<file path="src/rtl/darkroom_pkg.sv">
// Shared DarkRoom link definitions: receiver FSM states and link-wide constants.
// Used by both the transmitter and the receiver side.
package darkroom_pkg;

   typedef enum logic [1:0] {
      WAIT_IDLE,
      IDLE,
      SHIFT
   } rx_state_t;

   localparam int DEFAULT_WORD_WIDTH = 32;
   localparam int FRAME_COUNT_W      = 16;

endpackage

</file>
<file path="src/rtl/darkroom_rx_fifo.sv">
// Synchronous FIFO with a registered head word, full/empty tracking and
// simultaneous push/pop (a push into a full FIFO is accepted when a pop happens in the same cycle).
module darkroom_rx_fifo #(
   parameter int DATA_W = 37,
   parameter int DEPTH  = 16
) (
   input  logic              clock,
   input  logic              reset,
   input  logic              push,
   input  logic [DATA_W-1:0] push_data,
   input  logic              pop,
   output logic [DATA_W-1:0] head_data,
   output logic              valid,
   output logic              drop
);

   localparam int PTR_W = $clog2(DEPTH);
   localparam logic [PTR_W:0] DEPTH_C = DEPTH[PTR_W:0];

   logic [DATA_W-1:0] mem [DEPTH];
   logic [PTR_W-1:0]  wr_ptr;
   logic [PTR_W-1:0]  rd_ptr;
   logic [PTR_W-1:0]  rd_ptr_next;
   logic [PTR_W:0]    count;
   logic [PTR_W:0]    count_next;
   logic              empty;
   logic              full;
   logic              do_push;
   logic              do_pop;

   // NOTE: every signal assigned in always_comb gets a default first, so no latch is inferred.
   always_comb begin
      empty       = (count == '0);
      full        = (count == DEPTH_C);
      do_pop      = pop && !empty;
      do_push     = push && (!full || do_pop);
      drop        = push && !do_push;
      rd_ptr_next = do_pop ? rd_ptr + PTR_W'(1) : rd_ptr;
      count_next  = count;
      if (do_push && !do_pop) begin
         count_next = count + (PTR_W+1)'(1);
      end else if (!do_push && do_pop) begin
         count_next = count - (PTR_W+1)'(1);
      end
   end

   // NOTE: the storage array has no reset; only pointers, count and head are reset,
   // which keeps the array mappable to plain RAM/flops without a reset tree.
   always_ff @(posedge clock) begin
      if (do_push) begin
         mem[wr_ptr] <= push_data;
      end
   end

   // NOTE: sequential state uses non-blocking assignments only.
   always_ff @(posedge clock or posedge reset) begin
      if (reset) begin
         wr_ptr    <= '0;
         rd_ptr    <= '0;
         count     <= '0;
         head_data <= '0;
      end else begin
         if (do_push) begin
            wr_ptr <= wr_ptr + PTR_W'(1);
         end
         rd_ptr <= rd_ptr_next;
         count  <= count_next;
         // Head holds its last value while empty; a word landing in the head slot bypasses the array.
         if (count_next != '0) begin
            head_data <= (do_push && (wr_ptr == rd_ptr_next)) ? push_data : mem[rd_ptr_next];
         end
      end
   end

   assign valid = !empty;

endmodule

</file>
<file path="src/rtl/darkroom_spi_receiver.sv">
// Mode-0 SPI slave receiver for the DarkRoom sensor link: oversampled pins, word FSM, output FIFO.
// Optional build macro DARKROOM_RX_CHECKSUM_EN adds a per-frame XOR checksum check.
module darkroom_spi_receiver
   import darkroom_pkg::*;
#(
   parameter int WORD_WIDTH          = DEFAULT_WORD_WIDTH,
   parameter int FIFO_DEPTH          = 16,
   parameter int MAX_WORDS_PER_FRAME = 32
) (
   input  logic                                   clock,
   input  logic                                   reset,
   input  logic                                   sck_i,
   input  logic                                   ss_n_i,
   input  logic                                   mosi_i,
   output logic [WORD_WIDTH-1:0]                  word_o,
   output logic [$clog2(MAX_WORDS_PER_FRAME)-1:0] word_index_o,
   output logic                                   valid_o,
   input  logic                                   ready_i,
   output logic                                   frame_done_o,
   output logic                                   frame_error_o,
   output logic                                   overflow_o,
   output logic [FRAME_COUNT_W-1:0]               frame_count_o
);

   localparam int IDX_W  = $clog2(MAX_WORDS_PER_FRAME);
   localparam int BIT_W  = $clog2(WORD_WIDTH);
   localparam int DATA_W = WORD_WIDTH + IDX_W;
   localparam logic [BIT_W-1:0] LAST_BIT = BIT_W'(WORD_WIDTH - 1);
   localparam logic [IDX_W-1:0] LAST_IDX = IDX_W'(MAX_WORDS_PER_FRAME - 1);

   logic [2:0] sck_sync;
   logic [2:0] ss_sync;
   logic [2:0] mosi_sync;
   logic [1:0] sync_age;
   logic       sync_primed;
   logic       sck_rise;
   logic       ss_rise;
   logic       ss_fall;
   logic       mosi_bit;

   always_ff @(posedge clock or posedge reset) begin
      if (reset) begin
         sck_sync  <= 3'b000;
         ss_sync   <= 3'b111;
         mosi_sync <= 3'b000;
         sync_age  <= 2'd0;
      end else begin
         sck_sync  <= {sck_sync[1:0], sck_i};
         ss_sync   <= {ss_sync[1:0], ss_n_i};
         mosi_sync <= {mosi_sync[1:0], mosi_i};
         if (sync_age != 2'd3) begin
            sync_age <= sync_age + 2'd1;
         end
      end
   end

   // The ss_n chain comes out of reset high; its level is only trusted once real samples fill it.
   assign sync_primed = (sync_age == 2'd3);
   assign sck_rise    = sck_sync[1] && !sck_sync[2];
   assign ss_rise     = ss_sync[1] && !ss_sync[2];
   assign ss_fall     = !ss_sync[1] && ss_sync[2];
   assign mosi_bit    = mosi_sync[2];

   rx_state_t             state;
   logic [WORD_WIDTH-2:0] shift_reg;
   logic [BIT_W-1:0]      bit_cnt;
   logic [IDX_W-1:0]      word_idx;
   logic                  idx_full;
   logic                  over_len;

   logic [WORD_WIDTH-1:0] shift_next;
   logic [BIT_W-1:0]      bit_cnt_after;
   logic                  bit_take;
   logic                  word_done;
   logic                  push;
   logic                  drop_long;
   logic                  checksum_ok;
   logic                  frame_clean;
   logic                  fifo_drop;

   always_comb begin
      shift_next    = {shift_reg, mosi_bit};
      bit_take      = (state == SHIFT) && sck_rise;
      word_done     = bit_take && (bit_cnt == LAST_BIT);
      push          = word_done && !idx_full;
      drop_long     = word_done && idx_full;
      bit_cnt_after = bit_cnt;
      if (word_done) begin
         bit_cnt_after = '0;
      end else if (bit_take) begin
         bit_cnt_after = bit_cnt + BIT_W'(1);
      end
      // Frame status already includes a bit sampled in the same cycle as the ss_n rise.
      frame_clean = (bit_cnt_after == '0) && !(over_len || drop_long) && checksum_ok;
   end

`ifdef DARKROOM_RX_CHECKSUM_EN
   logic [WORD_WIDTH-1:0] xor_acc;
   logic [WORD_WIDTH-1:0] xor_after;

   assign xor_after   = word_done ? (xor_acc ^ shift_next) : xor_acc;
   assign checksum_ok = (xor_after == '0);

   always_ff @(posedge clock or posedge reset) begin
      if (reset) begin
         xor_acc <= '0;
      end else if (state == IDLE && ss_fall) begin
         xor_acc <= '0;
      end else if (word_done) begin
         xor_acc <= xor_after;
      end
   end
`else
   assign checksum_ok = 1'b1;
`endif

   always_ff @(posedge clock or posedge reset) begin
      if (reset) begin
         state         <= WAIT_IDLE;
         shift_reg     <= '0;
         bit_cnt       <= '0;
         word_idx      <= '0;
         idx_full      <= 1'b0;
         over_len      <= 1'b0;
         frame_done_o  <= 1'b0;
         frame_error_o <= 1'b0;
         frame_count_o <= '0;
      end else begin
         frame_done_o  <= 1'b0;
         frame_error_o <= 1'b0;
         case (state)
            WAIT_IDLE: begin
               if (sync_primed && ss_sync[1]) begin
                  state <= IDLE;
               end
            end
            IDLE: begin
               if (ss_fall) begin
                  state    <= SHIFT;
                  bit_cnt  <= '0;
                  word_idx <= '0;
                  idx_full <= 1'b0;
                  over_len <= 1'b0;
               end
            end
            SHIFT: begin
               if (bit_take) begin
                  shift_reg <= shift_next[WORD_WIDTH-2:0];
                  bit_cnt   <= bit_cnt_after;
               end
               if (push) begin
                  if (word_idx == LAST_IDX) begin
                     idx_full <= 1'b1;
                  end else begin
                     word_idx <= word_idx + IDX_W'(1);
                  end
               end
               if (drop_long) begin
                  over_len <= 1'b1;
               end
               if (ss_rise) begin
                  state <= IDLE;
                  if (frame_clean) begin
                     frame_done_o  <= 1'b1;
                     frame_count_o <= frame_count_o + FRAME_COUNT_W'(1);
                  end else begin
                     frame_error_o <= 1'b1;
                  end
               end
            end
            default: state <= WAIT_IDLE;
         endcase
      end
   end

   always_ff @(posedge clock or posedge reset) begin
      if (reset) begin
         overflow_o <= 1'b0;
      end else if (fifo_drop) begin
         overflow_o <= 1'b1;
      end
   end

   darkroom_rx_fifo #(
      .DATA_W (DATA_W),
      .DEPTH  (FIFO_DEPTH)
   ) u_fifo (
      .clock     (clock),
      .reset     (reset),
      .push      (push),
      .push_data ({shift_next, word_idx}),
      .pop       (ready_i),
      .head_data ({word_o, word_index_o}),
      .valid     (valid_o),
      .drop      (fifo_drop)
   );

endmodule

</file>
<file path="config.mk">
export PLATFORM = sky130hd
export DESIGN_NAME = darkroom_spi_receiver
export DESIGN_NICKNAME = d
export VERILOG_FILES = /design/src/rtl/darkroom_pkg.sv /design/src/rtl/darkroom_rx_fifo.sv /design/src/rtl/darkroom_spi_receiver.sv
export SDC_FILE = /design/constraint.sdc
export NUM_CORES = 1
export LEC_CHECK = 0
export BUFFER_PORTS_ARGS = -buffer_cell sky130_fd_sc_hd__buf_4
export CAP_MARGIN = 30
export CORE_MARGIN = 1.5
export CORE_UTILIZATION = 45
export CTS_CLUSTER_SIZE = 28
export DETAILED_ROUTE_END_ITERATION = 12
export GPL_TIMING_DRIVEN = 1
export PLACE_DENSITY = 0.72
export SLEW_MARGIN = 10
export SYNTH_ARGS = -nofsm -noshare
export SYNTH_HDL_FRONTEND = slang
export SYNTH_HIERARCHICAL = 1
export SYNTH_SLANG_ARGS = --single-unit
</file>
<file path="constraint.sdc">
create_clock -name clock -period 14.23 [get_ports clock]
set_input_delay 0.7115 -clock clock [delete_from_list [all_inputs] [get_ports clock]]
set_output_delay 0.7115 -clock clock [all_outputs]
set_load 0.005 [all_outputs]
</file>
Yosys cells after proc, flatten, opt, wreduce, memory -nomap -nowiden
Memory sizes are Yosys's and may differ from the RTL's. A register that Yosys moved wholly into a read port is not among the register bits.
Index checks and enable logic that the tools add are counted.
- reduce and logical (&&, ||, !) cells: 37
- eq/ne operators: 15
- $add $sub $neg: 8
- mux-type cells: 29
- operators by type and width (operator ; number):
    $mux W5 ; 8
    $pmux W5 S2 ; 2
    $add A16 B1 Y16 const B ; 1
    $add A5 B1 Y5 const B ; 3
    $eq A5 B5 Y1 const B ; 3
    $logic_and A1 B1 Y1 ; 14
    $ne A2 B2 Y1 const B ; 7
    $mux W1 ; 12
    $reduce_and A3 Y1 ; 4
    $logic_not A5 Y1 ; 2
    $logic_not A1 Y1 ; 9
    $add A4 B1 Y4 const B ; 2
    $reduce_and A4 Y1 ; 2
    $mux W2 ; 3
    $pmux W2 S3 ; 1
    $reduce_bool A5 Y1 ; 1
    $sub A5 B1 Y5 const B ; 1
    $eq A2 B2 Y1 const B ; 2
    $mux W4 ; 1
    $ne A2 B1 Y1 const B ; 2
    $pmux W1 S2 ; 2
    $add A2 B1 Y2 const B ; 1
    $eq A2 B1 Y1 const B ; 1
    $logic_not A2 Y1 ; 1
    other kinds (3) ; 4
- flip-flop bits (word level): 88
- output and inout port bits: 57
- input bits: 6
- logic and storage cells: 107
- bits in writable memories: 592
- memories kept: 1
- memories (memory ; depth ; bits a word ; read ports ; clocked after memory_dff ; write ports ; RTL line ; text):
    u_fifo.mem ; 16 ; 37 ; 1 ; 1 ; 1 ; darkroom_rx_fifo.sv:20 ; logic [DATA_W-1:0] mem [DEPTH];

Logic depth before layout (Yosys ltp)
Gate-level depths: netlist of the first run.
- depth after elaboration: 11
- depth in mapped cells: 15
- gate-level depth less buffers: 11

Hierarchy
The synthesis of the first run kept the hierarchy.
- modules (own cells, without submodules) (module ; cells each ; area an instance (um2) ; sequential area each (um2) ; instances):
    darkroom_rx_fifo ; 1611 ; 30391.6 ; 19028.2 ; 1
    darkroom_spi_receiver ; 247 ; 3199.3 ; 1880.6 ; 1

Worst setup path before layout of the first run
OpenSTA, ideal clock, no wires.
- path type: flip-flop to flip-flop
- start point: reg state[0]
- end point: mem u_fifo.mem[3][0] (enable)
- library setup time: 0.477 ns
- setup slack: 8.964 ns
- cell stages (with the launch flop): 12
- required time: 13.753 ns
- arrival time: 4.789 ns
- path buffers: 5
- clock period less this slack: 5.266 ns
- cells stage by stage: dfrtp_1 > and4bb_1 > buf_4 > clkbuf_1 > nand2_1 > nor2_1 > buf_2 > buf_2 > o21a_1 > buf_2 > nand2_1 > nor3_1
- longest elaborated chain between the ends: 7
- RTL lines (element ; RTL line ; text):
    start, declared ; darkroom_spi_receiver.sv:64 ; rx_state_t state;
    start signal, assigned ; darkroom_spi_receiver.sv:119 ; state <= WAIT_IDLE;
    start signal, assigned ; darkroom_spi_receiver.sv:134 ; state <= IDLE;
    start signal, assigned ; darkroom_spi_receiver.sv:139 ; state <= SHIFT;
    $eq A2 B2 Y1 ; darkroom_spi_receiver.sv:83 ; bit_take = (state == SHIFT) && sck_rise;
    $logic_and A1 B1 Y1 ; darkroom_spi_receiver.sv:83 ;
    $logic_and A1 B1 Y1 ; darkroom_spi_receiver.sv:84 ; word_done = bit_take && (bit_cnt == LAST_BIT);
    $logic_and A1 B1 Y1 ; darkroom_spi_receiver.sv:85 ; push = word_done && !idx_full;
    net push ; darkroom_spi_receiver.sv:75 ; logic push;
    $logic_and A1 B1 Y1 ; darkroom_rx_fifo.sv:36 ; do_push = push && (!full || do_pop);
    $mux W1 ; darkroom_rx_fifo.sv:50 ; if (do_push) begin
    $mux W1 (implied by the code) ; darkroom_rx_fifo.sv:51 ; mem[wr_ptr] <= push_data;
    end, declared ; darkroom_rx_fifo.sv:20 ;
The timed path passes the listed nets, and every way through them passes these cells.

Worst setup path after layout of the first run
- start point: reg state[0]
- end point: reg u_fifo.head_data[33], read port of u_fifo.mem
- longest elaborated chain between the ends: 10
- elaborated cells on any way between the ends: 11
- those cells by class: eq/ne: 1; mux: 2; reduce/logical: 8
- RTL lines (element ; RTL line ; text):
    $eq A2 B2 Y1 * ; darkroom_spi_receiver.sv:83 ;
    $logic_and A1 B1 Y1 * ; darkroom_spi_receiver.sv:83 ;
    $logic_and A1 B1 Y1 * ; darkroom_spi_receiver.sv:84 ;
    $logic_and A1 B1 Y1 * ; darkroom_spi_receiver.sv:85 ;
    net push ; darkroom_spi_receiver.sv:75 ;
    $logic_and A1 B1 Y1 * ; darkroom_rx_fifo.sv:36 ;
    $logic_not A1 Y1 ; darkroom_rx_fifo.sv:42 ; end else if (!do_push && do_pop) begin
    $logic_and A1 B1 Y1 ; darkroom_rx_fifo.sv:42 ;
    $mux W5 ; darkroom_rx_fifo.sv:42 ;
    $mux W5 * ; darkroom_rx_fifo.sv:40 ; if (do_push && !do_pop) begin
    $reduce_bool A5 Y1 * ; darkroom_rx_fifo.sv:69 ; if (count_next != '0) begin
    end, declared ; darkroom_rx_fifo.sv:12 ; output logic [DATA_W-1:0] head_data,
Mark *: on every way through the listed nets, which the timed path passes. The rest lies on a longest branch.
A chain may end at the register's enable or synchronous reset.

==> run_results.csv, run 1 <==
group,metric,value,unit
setup_path,cp_max_fo,45,
setup_path,critical_path_class,"reg -> reg",
drt,viasPerCell,6.400,
clock_tree,insertion_delay,0.62,ns
clock_tree,cts.sinks,717,
drt,num_vias,18670,
run,cap_viol_max_count,0,
placement,dp_hpwl,45.45,mm
clock_tree,cts_hold_buf,0,
final_layout,fin_util,0.5127,
timing,setup_viol,0,
setup_path,crit_top_cell,"buf_4",
timing,finClkSkew,0.03700,ns
setup_path,cp-start-kind,"register",
synthesis,syn-num-nets,1877,
final_layout,drive_gt1_frac,0.3212,
floorplanning,dieArea,76290,sq um
timing,max_freq,0.2114,GHz
pwr,pwr-share-clk,0.315,
run_status,status,"completed",
global_routing,antenna_found_initial,1,
global_routing,grt_max_degree,125,
pwr,p_per_area,167.2,nW/um^2
floorplanning,die_w,276.2,um
synthesis,yosys_warnings,6,
synthesis,synth_area_per_cell,18.08,sq um
setup_path,cp_cell_sequence,"and4bb_2 > buf_4 > nand2_1 > nor2_1 > buf_4 > or3b_1 > o221a_1 > o211a_1 > or4_4 > buf_4 > and2_4 > a211oi_1",
clock_tree,cts_tree,"yes",
setup_path,crit_path_max_incr_delay,0.77,ns
timing,maxSlewViolCount,0,
final_layout,largest_reg_flops,592,
drt,dr.pass1.iters,5,
clock_tree,htreeDepth,3,
synthesis,ys.flop_type,"edfxtp_1",
final_layout,nNetsFinal,1918,
timing,rsz0062_at_grt,"no",
synthesis,netlist_area,33590,sq um
timing,relSlewSlack,0.2812,
drt,drt-total-wl,80.60,mm
pwr,p_switching,0.001977,W
synthesis,yosys-top-cells-area,"edfxtp_1 53%, mux4_2 20%, dfrtp_1 9.1%",
timing,layout_min_cycle_time,4.731,ns
clock_tree,cts.path.max_buffers,3,
final_layout,antennaDiodeCount,0,
setup_path,cp-end-kind,"register",
floorplanning,start_util,0.4573,
drt,ant_nets,0,
pwr,ir_drop,0.1547,mV
drt,drtIter0Drc,2097,
pwr,intPower,0.004319,W
setup_path,critPathRequiredTime,14.75,ns
placement,port_buffers,62,
drt,routedWlPerCell,27.63,um
floorplanning,io_pins,63,
pwr,pwr-share-seq,0.397,
clock_tree,post_cts_buffers,0,
synthesis,synth-seq-cells,717,
pwr,p_sw_frac,0.3140,
synthesis,synth-edff-count,592,
synthesis,ys_seq_area_frac,0.6225,
clock_tree,cts_root_buf,"clkbuf_16",
timing,worst-slew-pin-transition,1.078,ns
floorplanning,row_count,99,
global_routing,grt-ovfl-total,0,
clock_tree,cts.repair.resized,0,
synthesis,synth_top_cell_by_area,"edfxtp_1",
clock_tree,cts_made_buffers,75,
timing,min_period_over_period,0.3325,
global_routing,grt_pass1_vias,19540,
final_layout,fill_cells,5786,
setup_path,worst_path_dominant_cell_family,"simple AND/OR/NAND/NOR gates",
min_path,min_path_type,"in -> async",
timing,hold_viol_final,0,
pwr,comb_power_share,0.287,
synthesis,synthCells,1858,
placement,place.gp.congestion,0.7700,
synthesis,synth.distinct_cells,73,
floorplanning,chipHeight,276.2,um
final_layout,area.growth.synth_to_final,12.11,%
synthesis,yosysTopAreaCellShare,0.5292,
setup_path,cp_num_buf_inv,3,
timing,fin_setup_tns,0,ns
pwr,power.leakage,12.86,nW
synthesis,async_reset_ff_frac,0.1743,
global_routing,grt_pass1_wl,122.4,mm
floorplanning,coreArea,73450,sq um
setup_path,crit_slowest_cell,"or4_4",
drt,drcViolationCount,0,
clock_tree,clkTransAtPathRegs,0.06,ns
global_routing,grt_use_total,0.2131,
setup_path,cp.arrival,5.25,ns
[through the flow]
stage / hold slack (ns) / area [sq um] / setup WS [ns] / cells / total power [W]
after floorplan: 0.3312 / 33590 / 8.964 / 1858 / 0.003814
after global placement: 0.3330 / 35010 / 9.630 / 2776 / 0.004298
after detailed placement: 0.3419 / 35040 / 9.539 / 2777 / 0.004341
after CTS: 0.1112 / 37550 / 9.502 / 2913 / 0.006320
after global routing: 0.1567 / 37660 / 9.287 / 2917 / 0.006532
final: 0.1352 / 37660 / 9.499 / 2917 / 0.006296
[worst register-to-register path, delay by kind of cell (launching register included)]
family | cells | cell delay (ns)
and+or+nand+nor | 6 | 2.17
buffers and inverters | 3 | 1.19
AOI/OAI and AO/OA | 3 | 0.85
DFF | 1 | 0.43
[layer usage]
layer  global-route usage  part of all wire  up-vias
li1                     -                 -     7770
met3              0.03938             0.069      124
met1               0.2795              0.40    10010
met4              0.06913             0.026        0
met2               0.3605              0.50      766
met5                    0                 0        -
[final cells by class]
class	count	area, sq um	area share
Clock inverter	28	351.6	0.009336
Tap cell	959	1200	0.03186
Inverter	14	55.05	0.001462
Timing Repair Buffer	106	908.4	0.02412
Clock buffer	108	2161	0.05738
Multi-Input combinational cell	985	12070	0.3204
Sequential cell	717	20920	0.5555
[cell usage after synthesis (all sizes together), types with 13 or more instances]
cell type,instances
o22ai,41
dfrtp,122
mux2,36
nor4,48
nor2b,77
o21ai,13
ha,13
buf,84
nand2,23
edfxtp,592
nor2,69
clkbuf,58
nor3,52
inv,13
mux2i,114
nor3b,40
mux4,296
nand3,15
a211oi,36
xor2,21
[cells by family after synthesis]
family	after synthesis	synth area share
buffers and inverters	156	0.02313
and+or+nand+nor	366	0.06388
AOI/OAI and AO/OA	128	0.03285
DFF	717	0.6225
xor gates and xnor gates	32	0.008344
adders and majority gates	13	0.004842
muxes	446	0.2445
[power groups by stage]
| stage | registers (W) | clock network [W] | logic (W) |
|---|---|---|---|
| after floorplan | 0.00241 | 0 | 0.00140 |
| after global placement | 0.00254 | 0 | 0.00176 |
| after global routing | 0.00252 | 0.00210 | 0.00191 |
| final | 0.00250 | 0.00199 | 0.00181 |
| after CTS | 0.00251 | 0.00202 | 0.00180 |
| after detailed placement | 0.00255 | 0 | 0.00179 |
[layout by cell type, fill, tap and decap left out, drive strengths merged, types with 4 or more instances in the layout]
cell	synthesis	final
a211oi	36	36
a21oi	6	6
and3	7	7
and4	4	4
buf	84	106
bufinv	0	8
clkbuf	58	108
clkinv	1	14
dfrtp	122	122
edfxtp	592	592
ha	13	13
inv	13	18
mux2	36	36
mux2i	114	114
mux4	296	296
nand2	23	23
nand2b	5	5
nand3	15	15
nand4	7	7
nor2	69	69
nor2b	77	77
nor3	52	52
nor3b	40	40
nor4	48	48
o21ai	13	13
o22ai	41	41
o31ai	4	4
or3b	4	4
xnor2	11	11
xor2	21	21
[worst paths after layout]
check                              from                   end  slack [ns]  depth (start not counted)
setup / recovery               state[0]  u_fifo/head_data[33]        9.50                         12
hold / removal                    reset         shift_reg[15]        0.14                          2
setup reg to reg               state[0]  u_fifo/head_data[33]        9.50                         12
hold reg to reg            mosi_sync[0]          mosi_sync[1]        0.35                          0
max in group asynchronous         reset  u_fifo/head_data[15]       13.02                          3
min in group clock               mosi_i          mosi_sync[0]        0.20                          1
(Power assumes the default switching activity.)
==> run 2, diff against run 1 <==
--- a/config.mk
+++ b/config.mk
@@ -5,6 +5,7 @@
 export SDC_FILE = /design/constraint.sdc
 export NUM_CORES = 1
 export LEC_CHECK = 0
+export ABC_AREA = 1
 export BUFFER_PORTS_ARGS = -buffer_cell sky130_fd_sc_hd__buf_4
 export CAP_MARGIN = 30
 export CORE_MARGIN = 1.5
@@ -12,7 +13,7 @@
 export CTS_CLUSTER_SIZE = 28
 export DETAILED_ROUTE_END_ITERATION = 12
 export GPL_TIMING_DRIVEN = 1
-export PLACE_DENSITY = 0.72
+export PLACE_DENSITY = 0.75
 export SLEW_MARGIN = 10
 export SYNTH_ARGS = -nofsm -noshare
 export SYNTH_HDL_FRONTEND = slang
==> constraint.sdc (replaced) <==
create_clock -name clock -period 3.9 [get_ports clock]
set_input_delay 0.195 -clock clock [delete_from_list [all_inputs] [get_ports clock]]
set_output_delay 0.195 -clock clock [all_outputs]
set_load 0.005 [all_outputs]
==> run 2 against run 1 <==
  * The flow now finishes with violations (max-slew violations)
  * First-iteration DRC count up 24%
  * Power increased to 3.9 times the previous value
  * Critical endpoint is now u_fifo/head_data[5]
  * Critical path depth unchanged
  * Core utilization is 0.26 points higher
  * Sequential share of layout area increased by 2.1 points
  * Global-route usage up 0.67 points
  * Final cell count is 42% higher
  * Via count rose by 21%
==> run_results.csv, run 2 <==
group,metric,value,unit
timing,setup_ws,0.6780,ns
clock_tree,post_cts_buffers,0,
global_routing,globalRouteMet2Util,0.3677,
clock_tree,cts_made_buffers,73,
global_routing,grt_use_total,0.2198,
global_routing,grt_pass1_wl,124.9,mm
drt,drtIter0Drc,2600,
timing,layout_min_cycle_time,3.222,ns
clock_tree,cts_tree,"yes",
timing,worst-slew-pin-transition,1.651,ns
final_layout,fin_util,0.5152,
drt,drt-total-wl,81.01,mm
final_layout,fin_cells,4130,
pwr,ir_drop,0.9001,mV
synthesis,yosysTopAreaCellShare,0.5533,
setup_path,cp-start-kind,"register",
timing,rsz0062_at_grt,"no",
placement,place.gp.congestion,0.7955,
drt,drcViolationCount,0,
drt,ant_nets,0,
final_layout,most-common-layout-cells,"740 x nand3_1, 592 x edfxtp_1, 550 x nand2_1",
drt,routedWlPerCell,19.61,um
setup_path,r2r-end,"u_fifo/head_data[5]",
synthesis,synth-edff-count,592,
final_layout,nNetsFinal,3148,
global_routing,grt_util_met3,0.03067,
global_routing,antenna_found_initial,0,
final_layout,layout_commonest_cell,"nand3_1",
global_routing,busiest_layer,"met2",
synthesis,ys.flop_type,"edfxtp_1",
synthesis,ys_seq_area_frac,0.6507,
timing,relSlewSlack,-0.1008,
run_status,violations,"max-slew violations",
timing,setup_viol,0,
timing,hold_viol_final,0,
run_status,status,"finished, violations left",
drt,num_vias,22580,
synthesis,syn-num-nets,3129,
final_layout,drive_gt1_frac,0.09216,
setup_path,cp.arrival,3.73,ns
timing,min_period_over_period,0.8262,
synthesis,synth-seq-cells,717,
synthesis,yosys_warnings,6,
global_routing,grt_pass1_vias,21870,
setup_path,critical_path_class,"reg -> reg",
run,cap_viol_max_count,0,
synthesis,synth_top_cell_by_area,"edfxtp_1",
global_routing,grt-ovfl-total,0,
setup_path,cp-end-kind,"register",
synthesis,synth.most_common_cell,"nand3_1",
synthesis,netlist_top_cells_count,"742 x nand3_1, 592 x edfxtp_1, 552 x nand2_1",
clock_tree,htreeDepth,3,
floorplanning,row_count,97,
timing,finClkSkew,0.02748,ns
floorplanning,die_w,270.2,um
clock_tree,clkTransAtPathRegs,0.06,ns
synthesis,netlist_area,32130,sq um
synthesis,yosys-top-cells-area,"edfxtp_1 55%, nand3_1 12%, dfrtp_1 9.5%",
pwr,p_per_area,684.0,nW/um^2
setup_path,r2r-start,"u_fifo/count[0]",
clock_tree,cts.sinks,717,
drt,viasPerCell,5.468,
floorplanning,coreArea,70390,sq um
global_routing,grt_max_degree,259,
final_layout,fill_cells,6030,
timing,hold_slack,0.1156,ns
timing,fin_setup_tns,0,ns
final_layout,largest_reg_flops,592,
clock_tree,cts.path.max_buffers,3,
floorplanning,io_pins,63,
setup_path,ff2ff_path_depth,12,
floorplanning,start_util,0.4565,
timing,maxSlewViolCount,115,
final_layout,area.growth.synth_to_final,12.88,%
clock_tree,insertion_delay,0.63,ns
min_path,min_path_type,"in -> async",
placement,pre_cts_slack,0.7992,ns
synthesis,synthCells,3110,
setup_path,cp_max_fo,258,
placement,dp_hpwl,40.75,mm
pwr,power.leakage,15.40,nW
placement,port_buffers,62,
floorplanning,dieArea,73010,sq um
synthesis,synth_area_per_cell,10.33,sq um
setup_path,r2r_setup_slack,0.68,ns
final_layout,antennaDiodeCount,0,
clock_tree,cts_root_buf,"clkbuf_16",
drt,dr.pass1.iters,10,
global_routing,met1_usage,0.2910,
setup_path,critPathRequiredTime,4.41,ns
floorplanning,chipHeight,270.2,um
synthesis,async_reset_ff_frac,0.1743,
timing,max_freq,0.3104,GHz
synthesis,synth.distinct_cells,38,
placement,dp.cells,3990,
-- run 2: how the worst max path moves through the flow --
stage	from	to	slack [ns]	cells past startpoint
floorplan	bit_cnt[0]	u_fifo/mem[11][0]	0.29	10
CTS	bit_cnt[1]	u_fifo/head_data[8]	0.79	16
finish	u_fifo/count[0]	u_fifo/head_data[5]	0.68	12
global route	bit_cnt[1]	u_fifo/head_data[2]	0.50	16
global placement	bit_cnt[0]	u_fifo/head_data[4]	0.87	16
detailed placement	bit_cnt[0]	u_fifo/head_data[8]	0.80	16
-- run 2: timing repair --
| action | 4_1_cts | 5_1_grt |
|---|---|---|
| hold endpoints to repair | 71 | 0 |
| resized for setup | 0 | 0 |
| hold buffers | 4 | 0 |
-- run 2: power by group --
| part | leakage (nW) | total [W] | switching [W] | internal [W] |
|---|---|---|---|---|
| combinational | 6.62 | 0.00870 | 0.00593 | 0.00278 |
| clock | 1.23 | 0.00725 | 0.00296 | 0.00429 |
| sequential | 7.55 | 0.00886 | 0.000298 | 0.00856 |
| total | 15.4 | 0.0248 | 0.00919 | 0.0156 |
-- run 2: cell families (layout without fill, tap and decap cells) --
family / Yosys count / in the layout / share of synthesized area
AND/OR/NAND/NOR: 1602 / 1602 / 0.2404
flip-flops: 717 / 717 / 0.6507
buffers and inverters: 708 / 788 / 0.09054
AO/OA/AOI/OAI: 54 / 54 / 0.008840
XOR/XNOR: 15 / 15 / 0.004089
adder cells (fa/ha/maj): 13 / 13 / 0.005062
multiplexers: 1 / 1 / 0.0003504
-- run 2: cell type report --
class                           instances  area (sq um)  share of cell area
Timing Repair Buffer                  126          1201             0.03312
Clock buffer                          101          2074             0.05720
Clock inverter                         35         424.2             0.01169
Sequential cell                       717         20910              0.5765
Tap cell                              940          1176             0.03243
Multi-Input combinational cell       1685          8504              0.2345
Inverter                              526          1979             0.05458
-- run 2: per-layer routing --
metal  share of wire  vias to the layer above
met5               0                        -
met1            0.39                    10890
met3           0.095                      176
met4           0.031                        0
li1                -                    10380
met2            0.48                     1134
-- run 2: critical path: stages (launching register included) --
cell and delay [ns]:
dfrtp_1 0.40, inv_1 0.11, ha_1 0.26, nand3_4 0.16
nand3_4 0.16, buf_12 0.63, nand3_1 0.21, nand3_1 0.18
nand3_1 0.08, nand3_1 0.13, nand3_1 0.08, nand2_1 0.06
nand2_1 0.04
-- run 2: through the flow --
step,total power [W],area (sq um)
final,0.02481,36270
after global routing,0.02604,36270
after CTS,0.02483,36270
after detailed placement,0.01758,33730
after global placement,0.01744,33680
after floorplan,0.01500,32130
